==> src/rtl/window_seq_ctrl_pkg.sv <==
// window_seq_ctrl_pkg
// Shared definitions for the window sequencer slice of the HOG pipeline:
//   - seq_state_t : frame sequencer FSM encoding (IDLE/CLEAR/ACTIVE/DONE)
//   - DEF_*       : default frame/window geometry shared with the line-buffer
//                   and cell-histogram blocks
//   - WIN_CNT_W   : width of the emitted-window statistics counter
//   - cnt_width() : counter width for a modulus, never below 1 bit
package window_seq_ctrl_pkg;

    typedef enum logic [1:0] {
        ST_IDLE   = 2'd0,
        ST_CLEAR  = 2'd1,
        ST_ACTIVE = 2'd2,
        ST_DONE   = 2'd3
    } seq_state_t;

    localparam int DEF_IMG_W = 80;
    localparam int DEF_IMG_H = 60;
    localparam int DEF_KW    = 3;
    localparam int DEF_KH    = 3;

    localparam int WIN_CNT_W = 16;

    // $clog2(1) is 0; keep at least one bit so degenerate geometries still elaborate.
    function automatic int cnt_width(input int n);
        return (n > 1) ? $clog2(n) : 1;
    endfunction

endpackage

==> src/rtl/window_seq_ctrl_if.sv <==
// window_seq_ctrl_if
// Pixel/window handshake and line-buffer control bundle of the window sequencer.
//   i_valid   : upstream pixel valid            (source -> sequencer)
//   i_ready   : upstream pixel accepted          (sequencer -> source)
//   o_valid   : in-bounds window available       (sequencer -> histogram stage)
//   o_ready   : downstream ready for a window    (histogram stage -> sequencer)
//   o_col     : column of window bottom-right pixel
//   o_row     : row of window bottom-right pixel
//   buf_clear : one-cycle line-buffer clear at frame start
//   buf_shift : push current pixel into the line buffer
// Modports: master = sequencer side, slave = source/downstream side.
interface window_seq_ctrl_if
    import window_seq_ctrl_pkg::*;
#(
    parameter int IMG_W = DEF_IMG_W,
    parameter int IMG_H = DEF_IMG_H
);
    localparam int CW = cnt_width(IMG_W);
    localparam int RW = cnt_width(IMG_H);

    logic          i_valid;
    logic          i_ready;
    logic          o_valid;
    logic          o_ready;
    logic [CW-1:0] o_col;
    logic [RW-1:0] o_row;
    logic          buf_clear;
    logic          buf_shift;

    modport master (
        input  i_valid, o_ready,
        output i_ready, o_valid, o_col, o_row, buf_clear, buf_shift
    );

    modport slave (
        output i_valid, o_ready,
        input  i_ready, o_valid, o_col, o_row, buf_clear, buf_shift
    );

endinterface

==> src/rtl/window_seq_ctrl_pos_counter.sv <==
// window_seq_ctrl_pos_counter
// Wrapping column/row position counter over a W x H frame.
//   clk, rst : clock, synchronous active-low reset
//   clr      : synchronous clear to (0,0)
//   adv      : advance one pixel (column first, row on column wrap)
//   col, row : current position
//   last     : current position is the final pixel of the frame
module window_seq_ctrl_pos_counter
    import window_seq_ctrl_pkg::*;
#(
    parameter int W = DEF_IMG_W,
    parameter int H = DEF_IMG_H
) (
    input  logic                      clk,
    input  logic                      rst,
    input  logic                      clr,
    input  logic                      adv,
    output logic [cnt_width(W)-1:0]   col,
    output logic [cnt_width(H)-1:0]   row,
    output logic                      last
);
    localparam int CW = cnt_width(W);
    localparam int RW = cnt_width(H);
    localparam logic [CW-1:0] COL_MAX = CW'(W - 1);
    localparam logic [RW-1:0] ROW_MAX = RW'(H - 1);

    logic [CW-1:0] col_reg, col_next;
    logic [RW-1:0] row_reg, row_next;

    always_comb begin
        col_next = col_reg;
        row_next = row_reg;
        if (clr) begin
            col_next = '0;
            row_next = '0;
        end else if (adv) begin
            if (col_reg == COL_MAX) begin
                col_next = '0;
                // Row wraps together with the column on the last pixel, so
                // the counter is already at (0,0) for the next frame.
                row_next = (row_reg == ROW_MAX) ? '0 : row_reg + RW'(1);
            end else begin
                col_next = col_reg + CW'(1);
            end
        end
    end

    always_ff @(posedge clk) begin
        if (!rst) begin
            col_reg <= '0;
            row_reg <= '0;
        end else begin
            col_reg <= col_next;
            row_reg <= row_next;
        end
    end

    assign col  = col_reg;
    assign row  = row_reg;
    assign last = (col_reg == COL_MAX) && (row_reg == ROW_MAX);

endmodule

==> src/rtl/window_seq_ctrl.sv <==
// window_seq_ctrl
// Frame-level sequencer for the HOG line-buffer/window datapath. Tracks the
// pixel position over an IMG_W x IMG_H frame, clears the line buffer at frame
// start, gates pixel acceptance, and flags KW x KH windows lying fully inside
// the image (windows that would wrap across a row boundary are never flagged).
// Ports:
//   clk, rst   : clock, synchronous active-low reset
//   start      : begin a frame (only looked at in IDLE)
//   bus        : window_seq_ctrl_if.master (pixel/window handshake, line-buffer ctl)
//   busy       : high in CLEAR/ACTIVE/DONE
//   frame_done : one-cycle pulse after the last pixel is accepted
//   win_count  : emitted-window count
// Build option: define WIN_SEQ_STATS_EN to enable the saturating win_count
// counter; otherwise win_count is tied to 0.
module window_seq_ctrl
    import window_seq_ctrl_pkg::*;
#(
    parameter int IMG_W = DEF_IMG_W,
    parameter int IMG_H = DEF_IMG_H,
    parameter int KW    = DEF_KW,
    parameter int KH    = DEF_KH
) (
    input  logic                 clk,
    input  logic                 rst,
    input  logic                 start,
    window_seq_ctrl_if.master    bus,
    output logic                 busy,
    output logic                 frame_done,
    output logic [WIN_CNT_W-1:0] win_count
);
    localparam int CW = cnt_width(IMG_W);
    localparam int RW = cnt_width(IMG_H);

    seq_state_t    state_reg, state_next;
    logic [CW-1:0] col_pos;
    logic [RW-1:0] row_pos;
    logic          last_pos;
    logic          emit;
    logic          ready_int;
    logic          valid_int;
    logic          clear_int;
    logic          accept;

    // A window is complete once the current pixel is at least KH-1 rows down
    // and KW-1 columns across; left-edge pixels would need a wrapped window.
    assign emit = (int'(row_pos) >= KH - 1) && (int'(col_pos) >= KW - 1);

    assign accept = bus.i_valid && ready_int;

    always_ff @(posedge clk) begin
        if (!rst) begin
            state_reg <= ST_IDLE;
        end else begin
            state_reg <= state_next;
        end
    end

    always_comb begin
        state_next = state_reg;
        ready_int  = 1'b0;
        valid_int  = 1'b0;
        clear_int  = 1'b0;
        busy       = 1'b1;
        frame_done = 1'b0;
        case (state_reg)
            ST_IDLE: begin
                busy = 1'b0;
                if (start) begin
                    state_next = ST_CLEAR;
                end
            end
            ST_CLEAR: begin
                clear_int  = 1'b1;
                state_next = ST_ACTIVE;
            end
            ST_ACTIVE: begin
                // Only window-completing pixels wait for the downstream.
                ready_int = !emit || bus.o_ready;
                valid_int = bus.i_valid && emit;
                if (bus.i_valid && ready_int && last_pos) begin
                    state_next = ST_DONE;
                end
            end
            ST_DONE: begin
                frame_done = 1'b1;
                state_next = ST_IDLE;
            end
            default: begin
                state_next = ST_IDLE;
            end
        endcase
    end

    window_seq_ctrl_pos_counter #(
        .W (IMG_W),
        .H (IMG_H)
    ) u_pos (
        .clk  (clk),
        .rst  (rst),
        .clr  (clear_int),
        .adv  (accept),
        .col  (col_pos),
        .row  (row_pos),
        .last (last_pos)
    );

    assign bus.i_ready   = ready_int;
    assign bus.o_valid   = valid_int;
    assign bus.o_col     = col_pos;
    assign bus.o_row     = row_pos;
    assign bus.buf_clear = clear_int;
    assign bus.buf_shift = accept;

`ifdef WIN_SEQ_STATS_EN
    logic [WIN_CNT_W-1:0] win_count_reg;

    // Cleared at frame start and otherwise held, so the count of the last
    // frame stays readable after DONE.
    always_ff @(posedge clk) begin
        if (!rst) begin
            win_count_reg <= '0;
        end else if (clear_int) begin
            win_count_reg <= '0;
        end else if (valid_int && bus.o_ready && (win_count_reg != {WIN_CNT_W{1'b1}})) begin
            win_count_reg <= win_count_reg + WIN_CNT_W'(1);
        end
    end

    assign win_count = win_count_reg;
`else
    assign win_count = '0;
`endif

endmodule

==> src/flat_wrapper.sv <==
// flat-port wrapper written by rule: the top's interface ports become plain ports
module window_seq_ctrl_flat import window_seq_ctrl_pkg::*;
#(
    parameter int IMG_W = DEF_IMG_W,
    parameter int IMG_H = DEF_IMG_H,
    parameter int KW    = DEF_KW,
    parameter int KH    = DEF_KH
)
  (clk, rst, start, busy, frame_done, win_count, bus_i_valid, bus_o_ready, bus_i_ready, bus_o_valid, bus_o_col, bus_o_row, bus_buf_clear, bus_buf_shift);
  window_seq_ctrl_if #(.IMG_W(IMG_W), .IMG_H(IMG_H)) bus_i ();
  input  logic clk;
  input  logic rst;
  input  logic start;
  output logic busy;
  output logic frame_done;
  output logic [WIN_CNT_W-1:0] win_count;
  input wire logic [$bits(bus_i.i_valid)-1:0] bus_i_valid;
  input wire logic [$bits(bus_i.o_ready)-1:0] bus_o_ready;
  output wire logic [$bits(bus_i.i_ready)-1:0] bus_i_ready;
  output wire logic [$bits(bus_i.o_valid)-1:0] bus_o_valid;
  output wire logic [$bits(bus_i.o_col)-1:0] bus_o_col;
  output wire logic [$bits(bus_i.o_row)-1:0] bus_o_row;
  output wire logic [$bits(bus_i.buf_clear)-1:0] bus_buf_clear;
  output wire logic [$bits(bus_i.buf_shift)-1:0] bus_buf_shift;
  assign bus_i.i_valid = bus_i_valid;
  assign bus_i.o_ready = bus_o_ready;
  assign bus_i_ready = bus_i.i_ready;
  assign bus_o_valid = bus_i.o_valid;
  assign bus_o_col = bus_i.o_col;
  assign bus_o_row = bus_i.o_row;
  assign bus_buf_clear = bus_i.buf_clear;
  assign bus_buf_shift = bus_i.buf_shift;
  window_seq_ctrl #(.IMG_W(IMG_W), .IMG_H(IMG_H), .KW(KW), .KH(KH)) u_core (.clk(clk), .rst(rst), .start(start), .bus(bus_i), .busy(busy), .frame_done(frame_done), .win_count(win_count));
endmodule
==> config.mk <==
export PLATFORM = sky130hd
export DESIGN_NAME = window_seq_ctrl_flat
export DESIGN_NICKNAME = d
export VERILOG_FILES = /design/src/rtl/window_seq_ctrl_pkg.sv /design/src/rtl/window_seq_ctrl_if.sv /design/src/rtl/window_seq_ctrl_pos_counter.sv /design/src/rtl/window_seq_ctrl.sv /design/src/flat_wrapper.sv
export SDC_FILE = /design/constraint.sdc
export NUM_CORES = 1
export LEC_CHECK = 0
export CAP_MARGIN = 5
export CORE_ASPECT_RATIO = 1.4
export CORE_MARGIN = 2
export CORE_UTILIZATION = 38
export CTS_CLUSTER_SIZE = 28
export DETAILED_ROUTE_END_ITERATION = 10
export PLACE_DENSITY = 0.78
export SLEW_MARGIN = 10
export SYNTH_ARGS = -nofsm -noshare
export SYNTH_HDL_FRONTEND = slang
export SYNTH_HIERARCHICAL = 1
export SYNTH_SLANG_ARGS = --single-unit
==> constraint.sdc <==
create_clock -name clk -period 2.41 [get_ports clk]
set_input_delay 0.241 -clock clk [delete_from_list [all_inputs] [get_ports clk]]
set_output_delay 0.241 -clock clk [all_outputs]
set_load 0.02 [all_outputs]
==> reports/results.tsv <==
stage	metric	value	unit
grt	grt_use_total	14.73	%
timing	final_hold_viol_count	0	
synthesis	yosysSeqAreaShare	30.73	%
setup_path	cpLargestDelayFamily	simple AND/OR/NAND/NOR gates	
setup_path	worst-path-buf-inv	0	
clocking	root_buffer	clkbuf_4	
worst_hold_path	min_path_cells	2	
layout	syn2layout_area_growth	27.53	%
layout	layout-drive-gt1-share	10.42	%
timing	min_period_over_period	93.80	%
power	power.internal	422.9	uW
setup_path	path_depth	8	
setup_path	r2r-start	u_core/u_pos/row[3]	
routing	vias	811	
routing	drtIter0Drc	26	
clocking	htreeDepth	1	
placement	hpwl	1573	um
synthesis	yosysTopAreaCell	dfxtp_1	
die	std_cell_rows	21	
setup_path	cpMostUsedCell	nor2_4	
timing	finalSetupViolations	0	
power	pwr-share-seq	41.2	%
die	num_io_pins	40	
die	initial_core_util	40.42	%
timing	rsz0062_at_grt	false	
die	core	2417	um2
timing	min_period	2.261	ns
power	powerDensity	532.7	nW/um2
timing	slew_violations	0	
routing	routedWlPerCell	11.04	um
worst_hold_path	min_to	u_core/state_reg[1]	
clocking	clk_pin_slew	0.09	ns
die	die_h	64	um
synthesis	ys_ff_latch	15	
routing	drc	0	
die	dieWidth	46.86	um
timing	skew	0.001437	ns
setup_path	crit_chain	or4_4 > o2bb2ai_4 > nor2_4 > nor2_4 > nand4_1 > or2_0 > or3b_1 > a21oi_1	
routing	viasPerCell	4.556	
grt	grt_pass1_wl	3360	um
power	peakVddDrop	0.4039	mV
setup_path	crit_type	reg2reg	
clocking	post_cts_buffers	0	
setup_path	cp-end-kind	flip-flop	
layout	layout.nets	157	
synthesis	synth-edff-count	0	
synthesis	ys.flop_type	dfxtp_1	
power	p_leak	0.4795	nW
grt	grt_max_degree	9	
layout	final_core_util	51.55	%
timing	max_clock_freq	442.4	MHz
worst_hold_path	holdCritPathClass	reg2reg	
setup_path	rr_worst_depth	8	
setup_path	setup.worst_path.start	u_core/u_pos/row[3]	
placement	port_buffers	23	
grt	antenna_found_initial	0	
setup_path	required	2.62	ns
setup_path	timing.rr.end	u_core/u_pos/row[0]	
timing	setup_ws	0.1495	ns
synthesis	netlist_area	977.2	um2
synthesis	avgSynthCellArea	8.352	um2
power	power_frac_comb	37.6	%
setup_path	ff2ff_setup_slack	0.15	ns
clocking	clock-sinks	15	
clocking	clock_latency	0.27	ns
clocking	clockBufferDepth	2	
power	switching_share	36.29	%
setup_path	critPathMaxFanout	5	
setup_path	cpPeakStageDelay	0.55	ns
placement	gp_congestion	0.7905	
clocking	cts_buffers	3	
setup_path	critPathSlowestCell	or4_4	
synthesis	synth_area_leaders	dfxtp_1, buf_4, ha_1	
routing	first_pass_iters	4	
die	die_area	2999	um2
synthesis	synthArstFlopShare	0	%
clocking	cts_tree	built	
setup_path	startpoint_type	flip-flop	
routing	ant_nets	0	
placement	place_ws	0.1004	ns
synthesis	synth_warnings	6	
timing	holdWs	0.5076	ns
setup_path	critPathArrivalTime	2.47	ns
clocking	ctsHoldBuffers	0	
layout	antenna_cells	0	
power	p_sw	240.9	uW
layout	fillers	244	
grt	overflow	0	
routing	routed_wl	1966	um
synthesis	ys_types	28	
grt	grt_pass1_vias	833	
synthesis	yosys-top-cells-count	buf_4, nor2_1, dfxtp_1	
synthesis	synth.top_cell.area_share	30.73	%
layout	largest_reg_flops	7	
status	status	finished, final reports clean	
run	drv_cap	0	
worst_hold_path	hp-start	u_core/state_reg[1]	
power	p_clk_share	21.2	%
synthesis	synthCells	117	
==> worst min-delay path, stage by stage, from the launching register on <==
cell	delay, ns
dfxtp_1	0.35
nand2_1	0.06
mux2i_1	0.06
==> power groups by stage <==
stage	clock (mW)	sequential [mW]	combinational [mW]
after floorplan	0	0.280	0.182
after global placement	0	0.279	0.245
after detailed placement	0	0.278	0.252
after CTS	0.145	0.273	0.250
after global routing	0.159	0.275	0.273
final	0.141	0.274	0.249
==> timing repair <==
item / CTS / global route
resized for setup: 2 / 1
gates cloned: 0 / 0
endpoints found under the setup margin: 2 / 4
==> layer usage <==
metal  up-vias  global-route usage (%)  part of all wire (%)
met5         -                       0                     0
met2        25                   25.34                    52
met3         2                   2.542                   4.5
li1        410                       -                     -
met1       374                   16.87                    42
met4         0                   6.250                   1.1
==> kinds of logic (layout without fill, tap and decap cells) <==
| kind of cell | after synthesis | after routing | share of synthesized area, % |
|---|---|---|---|
| AND/OR/NAND/NOR | 50 | 50 | 25.87 |
| buffers and inverters | 22 | 34 | 14.85 |
| flip-flops | 15 | 15 | 30.73 |
| AO/OA/AOI/OAI | 10 | 10 | 8.067 |
| XOR/XNOR | 9 | 9 | 8.067 |
| adder cells (fa/ha/maj) | 7 | 7 | 8.962 |
| multiplexers | 3 | 3 | 3.073 |
| other | 1 | 16 | 0.3838 |
==> layout by cell type (no fill, tap or decap), types with 3 or more instances in the layout <==
cell | netlist | final
clkdlybuf4s50_1 | 0 | 21
conb_1 | 1 | 16
nor2b_1 | 4 | 4
a21oi_1 | 4 | 4
nor2_1 | 16 | 14
nor3_1 | 4 | 4
nand3_1 | 3 | 3
mux2i_1 | 3 | 3
ha_1 | 7 | 7
xnor2_1 | 6 | 6
dfxtp_1 | 15 | 12
buf_4 | 16 | 3
nand2_1 | 10 | 10
clkbuf_4 | 0 | 3
xor2_1 | 3 | 3
inv_1 | 4 | 4
==> how the worst max path moves through the flow <==
stage | end | slack (ns)
4_1_cts | u_core/u_pos/row[5] | 0.10
2_1_floorplan | u_core/u_pos/row[0] | -0.13
3_5_place_dp | u_core/u_pos/row[5] | 0.10
6_report | u_core/u_pos/row[0] | 0.15
5_1_grt | u_core/u_pos/row[0] | 0.009
3_3_place_gp | u_core/u_pos/row[0] | 0.22
==> stage by stage <==
step,area (um2),setup TNS (ns),cells,power (mW)
detailed placement,1222,0,174,0.5306
CTS,1246,0,178,0.6682
floorplan,1057,-0.5391,132,0.4615
global placement,1222,0,174,0.5244
finish,1246,0,178,0.6638
global route,1246,0,178,0.7066
==> cell type report <==
class	count	area [um2]	share of cell area [%]
Clock buffer	4	26.28	2.108
Timing Repair Buffer	26	250.2	20.08
Tap cell	34	42.54	3.414
Inverter	4	15.01	1.205
Sequential cell	15	309.0	24.80
Multi-Input combinational cell	95	603.1	48.39
Power figures use the tool's default switching activity.
